[config.mk]
export PLATFORM = sky130hd
export DESIGN_NAME = axis_red_pitaya_dac_mc_flat
export DESIGN_NICKNAME = d
export VERILOG_FILES = /design/src/rtl/axis_red_pitaya_dac_mc_pkg.sv /design/src/rtl/axis_red_pitaya_dac_mc_if.sv /design/src/rtl/axis_red_pitaya_dac_mc_prbs_gen.sv /design/src/rtl/axis_red_pitaya_dac_mc.sv /design/src/flat_wrapper.sv
export SDC_FILE = /design/constraint.sdc
export NUM_CORES = 1
export LEC_CHECK = 0
export CORE_ASPECT_RATIO = 1.75
export CORE_MARGIN = 4
export CORE_UTILIZATION = 49
export CTS_CLUSTER_SIZE = 30
export DETAILED_ROUTE_END_ITERATION = 10
export GPL_ROUTABILITY_DRIVEN = 0
export GPL_TIMING_DRIVEN = 0
export PLACE_DENSITY = 0.82
export SLEW_MARGIN = 0
export SYNTH_ARGS = -nofsm -noshare
export SYNTH_HDL_FRONTEND = slang
export SYNTH_SLANG_ARGS = --single-unit
[constraint.sdc]
create_clock -name aclk -period 3.7 [get_ports aclk]
set_input_delay 0.555 -clock aclk [delete_from_list [all_inputs] [get_ports aclk]]
set_output_delay 0.555 -clock aclk [all_outputs]
set_load 0.01 [all_outputs]
[src/rtl/axis_red_pitaya_dac_mc_pkg.sv]
`default_nettype none
// ============================================================================
// Module      : axis_rp_dac_pkg
// Description : Shared encodings for the multi-channel Red Pitaya DAC block:
//               per-channel mode values, PRBS polynomial selects, the
//               polynomial length/tap table and the DAC word encoder.
// Revision    : 1.0 - initial release
// ============================================================================
package axis_rp_dac_pkg;

  typedef enum logic [1:0] {
    MODE_STREAM = 2'b00,
    MODE_PRBS   = 2'b01,
    MODE_CONST  = 2'b10,
    MODE_OFF    = 2'b11
  } dac_mode_e;

  typedef enum logic [1:0] {
    PRBS_7  = 2'b00,
    PRBS_15 = 2'b01,
    PRBS_23 = 2'b10,
    PRBS_31 = 2'b11
  } prbs_sel_e;

  // Register length and second feedback tap (1-based) of each polynomial.
  typedef struct packed {
    logic [4:0] len;
    logic [4:0] tap;
  } prbs_poly_t;

  function automatic prbs_poly_t prbs_poly(input logic [1:0] sel);
    prbs_poly_t p;
    case (sel)
      PRBS_7:  begin p.len = 5'd7;  p.tap = 5'd6;  end
      PRBS_15: begin p.len = 5'd15; p.tap = 5'd14; end
      PRBS_23: begin p.len = 5'd23; p.tap = 5'd18; end
      default: begin p.len = 5'd31; p.tap = 5'd28; end
    endcase
    return p;
  endfunction

  // All-ones seed confined to the active register length; doubles as the
  // mask that keeps unused upper LFSR bits at zero.
  function automatic logic [30:0] prbs_seed(input logic [1:0] sel);
    prbs_poly_t p;
    p = prbs_poly(sel);
    return 31'h7FFF_FFFF >> (5'd31 - p.len);
  endfunction

  // Two's complement to DAC offset-binary style word: keep the sign bit,
  // invert the magnitude bits. Bits at and above w are returned as zero.
  function automatic logic [15:0] encode(input logic [15:0] s, input int unsigned w);
    return (s ^ (16'hFFFF >> (17 - w))) & (16'hFFFF >> (16 - w));
  endfunction

endpackage
`default_nettype wire

[src/rtl/axis_red_pitaya_dac_mc_if.sv]
`default_nettype none
// ============================================================================
// Module      : axis_red_pitaya_dac_mc_if
// Description : AXI4-Stream sample bus, one 16-bit lane per DAC channel.
// Ports       : tdata  - NUM_CH x 16-bit lanes
//               tvalid - source has a sample set
//               tready - sink accepts this cycle
// Revision    : 1.0 - initial release
// ============================================================================
interface axis_red_pitaya_dac_mc_if #(
  parameter int NUM_CH = 2
) ();
  logic [16*NUM_CH-1:0] tdata;
  logic                 tvalid;
  logic                 tready;

  modport master (output tdata, output tvalid, input tready);
  modport slave  (input tdata, input tvalid, output tready);
endinterface
`default_nettype wire

[src/rtl/axis_red_pitaya_dac_mc_prbs_gen.sv]
`default_nettype none
// ============================================================================
// Module      : prbs_gen
// Description : Selectable-length Fibonacci LFSR with a bit-period divider.
// Ports       : aclk, aresetn        - clock, synchronous active-low reset
//               cfg_div              - step every cfg_div+1 cycles
//               cfg_prbs_sel         - polynomial select
//               prbs_restart         - reload seed, clear divider
//               prbs_bit, prbs_wrap  - current bit, return-to-seed pulse
// Revision    : 1.0 - initial release
// ============================================================================
module prbs_gen
  import axis_rp_dac_pkg::*;
#(
  parameter int DIV_WIDTH = 8
) (
  input  wire logic                 aclk,
  input  wire logic                 aresetn,
  input  wire logic [DIV_WIDTH-1:0] cfg_div,
  input  wire logic [1:0]           cfg_prbs_sel,
  input  wire logic                 prbs_restart,
  output logic                      prbs_bit,
  output logic                      prbs_wrap
);

  logic [30:0]          r_lfsr;
  logic [DIV_WIDTH-1:0] r_div_cnt;
  logic [1:0]           r_sel;
  logic                 r_wrap;

  prbs_poly_t  w_poly;
  logic [30:0] w_seed;
  logic [30:0] w_lfsr_next;
  logic        w_fb;
  logic        w_step;
  logic        w_reload;

  assign w_poly      = prbs_poly(cfg_prbs_sel);
  assign w_seed      = prbs_seed(cfg_prbs_sel);
  assign w_fb        = r_lfsr[w_poly.len - 5'd1] ^ r_lfsr[w_poly.tap - 5'd1];
  assign w_lfsr_next = ((r_lfsr << 1) | {30'b0, w_fb}) & w_seed;
  // '>=' rather than '==' so that lowering cfg_div below the running
  // count still produces a step on the next cycle.
  assign w_step      = (r_div_cnt >= cfg_div);
  assign w_reload    = prbs_restart | (cfg_prbs_sel != r_sel);

  always_ff @(posedge aclk) begin
    if (!aresetn) begin
      r_lfsr    <= w_seed;
      r_div_cnt <= '0;
      r_sel     <= cfg_prbs_sel;
      r_wrap    <= 1'b0;
    end else if (w_reload) begin
      r_lfsr    <= w_seed;
      r_div_cnt <= '0;
      r_sel     <= cfg_prbs_sel;
      r_wrap    <= 1'b0;
    end else if (w_step) begin
      r_lfsr    <= w_lfsr_next;
      r_div_cnt <= '0;
      r_wrap    <= (w_lfsr_next == w_seed);
    end else begin
      r_div_cnt <= r_div_cnt + 1'b1;
      r_wrap    <= 1'b0;
    end
  end

  assign prbs_bit  = r_lfsr[w_poly.len - 5'd1];
  assign prbs_wrap = r_wrap;

endmodule
`default_nettype wire

[src/rtl/axis_red_pitaya_dac_mc.sv]
`default_nettype none
// ============================================================================
// Module      : axis_red_pitaya_dac_mc
// Description : Multi-channel DAC front end. Each channel plays the stream
//               lane, a PRBS square wave, a constant or zero, and drives an
//               encoded DAC word one cycle later.
// Ports       : aclk, aresetn     - clock, synchronous active-low reset
//               s_axis            - AXI4-Stream slave (lanes per channel)
//               cfg_*             - mode, amplitude, divider, PRBS select, hold
//               prbs_restart      - restart pulse for the shared PRBS
//               cnt_clr           - clear pulse for underflow_cnt
//               dac_dat, dac_rst  - encoded words, DAC reset request
//               prbs_bit/_wrap    - shared PRBS status
//               underflow_cnt     - saturating stream underflow count
// Revision    : 1.0 - initial release
// ============================================================================
module axis_red_pitaya_dac_mc
  import axis_rp_dac_pkg::*;
#(
  parameter int DAC_DATA_WIDTH = 14,
  parameter int NUM_CH         = 2,
  parameter int DIV_WIDTH      = 8
) (
  input  wire logic                               aclk,
  input  wire logic                               aresetn,
  axis_red_pitaya_dac_mc_if.slave                 s_axis,
  input  wire logic [2*NUM_CH-1:0]                cfg_mode,
  input  wire logic [DAC_DATA_WIDTH-2:0]          cfg_amp,
  input  wire logic [DIV_WIDTH-1:0]               cfg_div,
  input  wire logic [1:0]                         cfg_prbs_sel,
  input  wire logic                               cfg_hold_en,
  input  wire logic                               prbs_restart,
  input  wire logic                               cnt_clr,
  output logic [NUM_CH*DAC_DATA_WIDTH-1:0]        dac_dat,
  output logic                                    dac_rst,
  output logic                                    prbs_bit,
  output logic                                    prbs_wrap,
  output logic [31:0]                             underflow_cnt
);

  localparam int W = DAC_DATA_WIDTH;

  logic              r_tready;
  logic              r_dac_rst;
  logic [31:0]       r_underflow_cnt;
  logic              w_prbs_bit;
  logic              w_accept;
  logic              w_underflow;
  logic [NUM_CH-1:0] w_is_stream;
  logic [W-1:0]      w_amp_pos;
  logic [W-1:0]      w_amp_neg;
  logic [W-1:0]      w_enc_pos;
  logic [W-1:0]      w_enc_neg;
  logic [W-1:0]      w_enc_zero;

  // Zero-extend before negating so the full magnitude range stays legal.
  assign w_amp_pos  = {1'b0, cfg_amp};
  assign w_amp_neg  = -w_amp_pos;
  assign w_enc_pos  = W'(encode(16'(w_amp_pos), W));
  assign w_enc_neg  = W'(encode(16'(w_amp_neg), W));
  assign w_enc_zero = W'(encode(16'h0000, W));

  prbs_gen #(
    .DIV_WIDTH (DIV_WIDTH)
  ) u_prbs_gen (
    .aclk         (aclk),
    .aresetn      (aresetn),
    .cfg_div      (cfg_div),
    .cfg_prbs_sel (cfg_prbs_sel),
    .prbs_restart (prbs_restart),
    .prbs_bit     (w_prbs_bit),
    .prbs_wrap    (prbs_wrap)
  );

  assign w_accept    = s_axis.tvalid & r_tready;
  assign w_underflow = r_tready & ~s_axis.tvalid & (|w_is_stream);

  always_ff @(posedge aclk) begin
    if (!aresetn) begin
      r_tready        <= 1'b0;
      r_dac_rst       <= 1'b1;
      r_underflow_cnt <= '0;
    end else begin
      r_tready  <= 1'b1;
      r_dac_rst <= 1'b0;
      if (cnt_clr) begin
        r_underflow_cnt <= '0;
      end else if (w_underflow && (r_underflow_cnt != 32'hFFFF_FFFF)) begin
        r_underflow_cnt <= r_underflow_cnt + 32'd1;
      end
    end
  end

  for (genvar i = 0; i < NUM_CH; i++) begin : g_ch
    dac_mode_e    w_mode;
    logic [W-1:0] w_lane_enc;
    logic [W-1:0] w_word_next;
    logic [W-1:0] r_word;

    assign w_mode         = dac_mode_e'(cfg_mode[2*i +: 2]);
    assign w_is_stream[i] = (w_mode == MODE_STREAM);
    // encode() drops the unused upper lane bits.
    assign w_lane_enc     = W'(encode(s_axis.tdata[16*i +: 16], W));

    always_comb begin
      w_word_next = w_enc_zero;
      case (w_mode)
        MODE_STREAM: begin
          if (w_accept) begin
            w_word_next = w_lane_enc;
          end else if (cfg_hold_en) begin
            w_word_next = r_word;
          end
        end
        MODE_PRBS:  w_word_next = w_prbs_bit ? w_enc_pos : w_enc_neg;
        MODE_CONST: w_word_next = w_enc_pos;
        default:    w_word_next = w_enc_zero;
      endcase
    end

    always_ff @(posedge aclk) begin
      if (!aresetn) begin
        r_word <= w_enc_zero;
      end else begin
        r_word <= w_word_next;
      end
    end

    assign dac_dat[i*W +: W] = r_word;
  end

  assign s_axis.tready = r_tready;
  assign dac_rst       = r_dac_rst;
  assign prbs_bit      = w_prbs_bit;
  assign underflow_cnt = r_underflow_cnt;

endmodule
`default_nettype wire
[src/flat_wrapper.sv]
// flat-port wrapper written by rule: the top's interface ports become plain ports
module axis_red_pitaya_dac_mc_flat import axis_rp_dac_pkg::*;
#(
  parameter int DAC_DATA_WIDTH = 14,
  parameter int NUM_CH         = 2,
  parameter int DIV_WIDTH      = 8
)
  (aclk, aresetn, cfg_mode, cfg_amp, cfg_div, cfg_prbs_sel, cfg_hold_en, prbs_restart, cnt_clr, dac_dat, dac_rst, prbs_bit, prbs_wrap, underflow_cnt, s_axis_tdata, s_axis_tvalid, s_axis_tready);
  axis_red_pitaya_dac_mc_if #(.NUM_CH(NUM_CH)) s_axis_i ();
  input  wire logic aclk;
  input  wire logic aresetn;
  input  wire logic [2*NUM_CH-1:0] cfg_mode;
  input  wire logic [DAC_DATA_WIDTH-2:0] cfg_amp;
  input  wire logic [DIV_WIDTH-1:0] cfg_div;
  input  wire logic [1:0] cfg_prbs_sel;
  input  wire logic cfg_hold_en;
  input  wire logic prbs_restart;
  input  wire logic cnt_clr;
  output logic [NUM_CH*DAC_DATA_WIDTH-1:0] dac_dat;
  output logic dac_rst;
  output logic prbs_bit;
  output logic prbs_wrap;
  output logic [31:0] underflow_cnt;
  input wire logic [$bits(s_axis_i.tdata)-1:0] s_axis_tdata;
  input wire logic [$bits(s_axis_i.tvalid)-1:0] s_axis_tvalid;
  output wire logic [$bits(s_axis_i.tready)-1:0] s_axis_tready;
  assign s_axis_i.tdata = s_axis_tdata;
  assign s_axis_i.tvalid = s_axis_tvalid;
  assign s_axis_tready = s_axis_i.tready;
  axis_red_pitaya_dac_mc #(.DAC_DATA_WIDTH(DAC_DATA_WIDTH), .NUM_CH(NUM_CH), .DIV_WIDTH(DIV_WIDTH)) u_core (.aclk(aclk), .aresetn(aresetn), .s_axis(s_axis_i), .cfg_mode(cfg_mode), .cfg_amp(cfg_amp), .cfg_div(cfg_div), .cfg_prbs_sel(cfg_prbs_sel), .cfg_hold_en(cfg_hold_en), .prbs_restart(prbs_restart), .cnt_clr(cnt_clr), .dac_dat(dac_dat), .dac_rst(dac_rst), .prbs_bit(prbs_bit), .prbs_wrap(prbs_wrap), .underflow_cnt(underflow_cnt));
endmodule
-- Word-level counts from Yosys, hierarchy flattened
Cells that the tools add are included.
- register bits after elaboration: 104
- latch bits: 0
- memory bits (writable): 0
- ROM bits: 0
- output and inout bits: 64
- word-level logic and storage cells: 72
- memories: 0
- add/subtract/negate cells: 6
- multipliers: 0
- divide/modulo/power cells: 0
- magnitude comparators: 3
- eq/ne operators: 13
- shift operators: 1
- mux-type cells: 18
- bitwise gates (word level): 14
- reduce and logical (&&, ||, !) cells: 8
- operator list (kind ; count):
    two-way mux 31 bit ; 3
    case mux 14 bit (3 select lines) ; 2
    two-way mux 14 bit ; 4
    NOT 13 bit ; 4
    adder 32 x 1 -> 32 bit, second input constant ; 1
    inequality test 32 bit, second input constant ; 1
    AND 31 bit ; 1
    == test 31 bit ; 1
    OR 31 x 1 -> 31 bit ; 1
    >> shifter 31 x 5 -> 31 bit, first input constant ; 1
    case mux 10 bit (3 select lines) ; 1
    negator 13 -> 14 bit ; 1
    less-than comparator 5 x 6 -> 1 bit, second input constant ; 2
    binary-select mux 1 bit (select 5 bit) ; 2
    subtractor 5 x 1 -> 5 bit, second input constant ; 2
    adder 8 x 1 -> 8 bit, second input constant ; 1
    >= comparator 8 bit ; 1
    == test 2 x 1 -> 1 bit, second input constant ; 3
    == test 2 bit, second input constant ; 3
    logical NOT 2 bit ; 3
    inequality test 3 x 2 -> 1 bit, second input constant ; 2
    OR reduction 3 bit ; 2
    subtractor 5 bit, first input constant ; 1
    two-way mux 1 bit ; 4
    10 further kinds ; 16

-- Depth between registers and ports, before layout
- depth after elaboration: 11
- gate-level depth with buffers: 8

-- By module
Synthesis repeated with hierarchy kept, for this count alone.
- cells, all modules: 643
- area total of the unflattened synthesis: 5746.8 um2
- modules (own cells, without submodules) (module ; instances ; cells an instance ; area an instance (um2)):
    axis_red_pitaya_dac_mc ; 1 ; 478 ; 3696.0
    prbs_gen ; 1 ; 165 ; 2050.7

-- Worst setup path before layout
OpenSTA, ideal clock, no wires.
- path kind: input to register
- start: in aresetn
- end: reg u_core.u_prbs_gen.r_lfsr[0], enable pin
- data arrival time: 2.355 ns
- setup slack: 1.018 ns
- stages on the path: 6
- cells stage by stage: clkbuf_1 > clkinv_1 > or4_1 > clkbuf_1 > clkbuf_1 > or2_2
- cells in the longest elaborated chain, start to end: 1
- RTL lines (item ; RTL line ; RTL):
    start, declared ; flat_wrapper.sv:11 ; input wire logic aresetn;
    inequality test 3 x 1 -> 1 bit (no source line) ; - ;
    end signal, assigned ; axis_red_pitaya_dac_mc_prbs_gen.sv:49 ; r_lfsr <= w_seed;
    end signal, assigned ; axis_red_pitaya_dac_mc_prbs_gen.sv:54 ; r_lfsr <= w_seed;
    end signal, assigned ; axis_red_pitaya_dac_mc_prbs_gen.sv:59 ; r_lfsr <= w_lfsr_next;
    end, declared ; axis_red_pitaya_dac_mc_prbs_gen.sv:26 ; logic [30:0] r_lfsr;
Every way passes these cells.
A chain may end at the register's enable or synchronous reset.

-- Final worst setup path
- start: in cfg_prbs_sel[1]
- end: out prbs_bit
- cells in the longest elaborated chain, start to end: 5
- elaborated cells on any way between the ends: 7
- those cells by class: add/sub: 1; eq/ne: 2; mux: 3; reduce/logical: 1
- RTL lines (item ; RTL line ; RTL):
    start, declared ; flat_wrapper.sv:15 ; input wire logic [1:0] cfg_prbs_sel;
    == test 2 bit, or another cell as far along ; axis_red_pitaya_dac_mc_pkg.sv:33 ; case (sel)
    case mux 10 bit (3 select lines) * ; axis_red_pitaya_dac_mc_pkg.sv:33 ;
    subtractor 5 x 1 -> 5 bit * ; axis_red_pitaya_dac_mc_prbs_gen.sv:68 ; assign prbs_bit = r_lfsr[w_poly.len - 5'd1];
    binary-select mux 1 bit (select 5 bit) * ; axis_red_pitaya_dac_mc_prbs_gen.sv:68 ;
    two-way mux 1 bit (not written as such) * ; axis_red_pitaya_dac_mc_prbs_gen.sv:68 ;
    end, declared ; flat_wrapper.sv:21 ; output logic prbs_bit;
Mark *: on every way between the ends. The rest lies on a longest branch, timed or not. The select of a mux whose other input is x is not followed.

==> metrics.cfg <==
[run_status]
status = completed

[power_and_ir_drop]
switching_share = 0.249
internal-power_mw = 1.97
p_leak_nw = 2.54
peakVddDrop_uv = 330
seqPwrFrac = 0.479
p_comb_frac = 0.150
power_density_nw_per_um2 = 366
switching_power_mw = 0.653
pwr-share-clk = 0.371

[routing]
first_pass_iters = 7
viasPerCell = 6.31
drt_iter0_drc = 473
vias = 5607
final_antenna_net_count = 0
routed_wl_um = 17200
remaining_drc_errors = 0
wl_per_cell_um = 19.4

[sta]
holdWs_ns = 0.475
fin_crit_ns = 3.53
rsz0062_at_grt = no
fin_ws_ns = 0.170
fmax_ghz = 0.283
hold_violations = 0
setup_viol = 0
finalCritPeriodShare = 0.954
slew_violations = 0
tightestPinTransition_ns = 1.06
fin_worst_skew_ns = 0.0122
slew-limit-headroom = 0.285
setup_tns_ns = 0

[clock_tree]
cts-root-buf = clkbuf_16
clkTransAtPathRegs_ns = 0.07
clock_path_buffers = 2
cts_tree = built
clock_latency_ns = 0.35
htree_levels = 3
clock-sinks = 104
cts_buffers = 9

[final_layout]
final_cell_mix = 122 x clkdlybuf4s50_1, 71 x dfxtp_1, 56 x a21oi_1
final_nets = 830
multiInputGateArea_um2 = 2830
fill_cells = 864
final_common_cell = clkdlybuf4s50_1
seqCellArea_um2 = 2410
postLayoutCoreUtil = 0.662
n_antenna_cell = 0
syn_to_final_growth_pct = 30.8
layout.cells.non_filler = 888
drive_above_1_share = 0.0567

[floorplan]
die_area_um2 = 13000
die_height_um = 148
io_pins = 129
start_util = 0.507
fp-row-count = 50
die-width_um = 88.0
core_area_um2 = 10800

[critical_path]
required_ns = 3.14
end_kind = output port
startpoint_type = primary input
path_max_fanout = 10
worstSetupPathType = in -> out
critical_path_arrival_ns = 2.97

[hold_path]
hp-class = reg -> reg

[synthesis]
synth_nets = 698
synth_ff_type = dfxtp_1
async_flop_share = 0
ys_seq_area_frac = 0.440
synth_area_um2 = 5480
yosys-top-cells-area = dfxtp_1 26%, edfxtp_1 18%, a21oi_1 5.1%
yosysUniqueCellTypes = 61
syn_area_per_cell_um2 = 8.81
ys_warn_count = 0
synth_edf_count = 33
synth_top_area_frac = 0.259
synth_top_cell_by_area = dfxtp_1
ys_ff_latch = 104
syn_inst = 622

[placement]
dp_slack_ns = -0.150
hpwlAfterDp_um = 13000
io_buffer_count = 122
dp.cells = 874

[global_route]
overflow = 0
grt_pass1_vias = 5500
antenna_found_initial = 0
grt_usage = 0.271
grt_pass1_wl_um = 27800
grt_max_degree = 32

[run]
cap_violations = 0

==> worst max-delay path, stage by stage <==
cell	delay (ns)
clkdlybuf4s50_1	0.55
mux4_2	0.40
clkbuf_1	0.34
clkbuf_1	0.46
clkdlybuf4s50_1	0.65
==> routing by layer <==
| layer | vias to the layer above | track usage | wire, µm |
|---|---|---|---|
| met1 | 2619 | 0.298 | 5970 |
| met5 | - | 0 | 0 |
| met3 | 69 | 0.0558 | 1440 |
| li1 | 2589 | - | - |
| met4 | 0 | 0.134 | 733 |
| met2 | 330 | 0.479 | 9060 |
==> kinds of logic after synthesis <==
| logic type | synth area share |
|---|---|
| and+or+nand+nor | 0.227 |
| AOI/OAI and AO/OA | 0.221 |
| DFF | 0.440 |
| buffers and inverters | 0.0434 |
| xor gates and xnor gates | 0.0335 |
| adders and majority gates | 0.0251 |
| muxes | 0.0100 |
==> synthesized netlist by cell type, drive strengths merged, types with 6 or more instances <==
cell type	count
a21oi	56
a31oi	11
buf	7
clkbuf	30
dfxtp	71
edfxtp	33
ha	11
inv	25
nand2	50
nand3	26
nand4	20
nor2	34
nor3	15
nor3b	14
nor4	6
o21a	24
o21ai	44
o31ai	10
or2	15
or3	12
or4	10
xnor2	12
xor2	9
==> registers in the layout, indices dropped and copies added, names as in the netlist <==
register	cells
u_core.underflow_cnt	32
u_core.u_prbs_gen.r_lfsr	31
u_core.g_ch.r_word	28
u_core.u_prbs_gen.r_div_cnt	8
u_core.u_prbs_gen.r_sel	2
u_core.dac_rst	1
u_core.s_axis.tready	1
u_core.u_prbs_gen.prbs_wrap	1
==> power by group through the flow <==
stage	logic, mW	registers (mW)	clock network (mW)
final	0.394	1.26	0.974
after global routing	0.424	1.26	1.04
after CTS	0.384	1.26	0.987
after detailed placement	0.381	1.28	0
after global placement	0.373	1.28	0
after floorplan	0.179	1.29	0
==> final timing paths <==
path                                                                start                                      to  slack [ns]  cells past startpoint
worst min-delay path                u_core.g_ch[1].r_word[6]$_SDFFE_PN1P_   u_core.g_ch[1].r_word[6]$_SDFFE_PN1P_        0.47                      2
worst max register to register  u_core.u_prbs_gen.r_div_cnt[0]$_SDFF_PP0_  u_core.u_prbs_gen.r_lfsr[28]$_DFFE_PP_        1.09                      8
worst max-delay path                                      cfg_prbs_sel[1]                                prbs_bit        0.17                      5
worst min register to register      u_core.g_ch[1].r_word[6]$_SDFFE_PN1P_   u_core.g_ch[1].r_word[6]$_SDFFE_PN1P_        0.47                      2
==> what timing repair did <==
item,in CTS,in global routing
setup endpoints to repair,0,31
gates resized for setup,0,1
setup buffers,0,0
hold buffers,0,0
==> area by class of cell <==
cell class / count / share of cell area
Multi-Input combinational cell: 455 / 0.395
Clock inverter: 4 / 0.00681
Timing Repair Buffer: 122 / 0.170
Clock buffer: 11 / 0.0354
Sequential cell: 104 / 0.336
Inverter: 26 / 0.0141
Buffer: 36 / 0.0190
Tap cell: 130 / 0.0227
==> metrics by stage <==
stage / total power [mW] / cell area [µm²]
final: 2.62 / 7170
after global routing: 2.72 / 7170
after CTS: 2.63 / 7170
after detailed placement: 1.66 / 6870
after global placement: 1.65 / 6870
after floorplan: 1.46 / 5480
(Power assumes the default switching activity.)
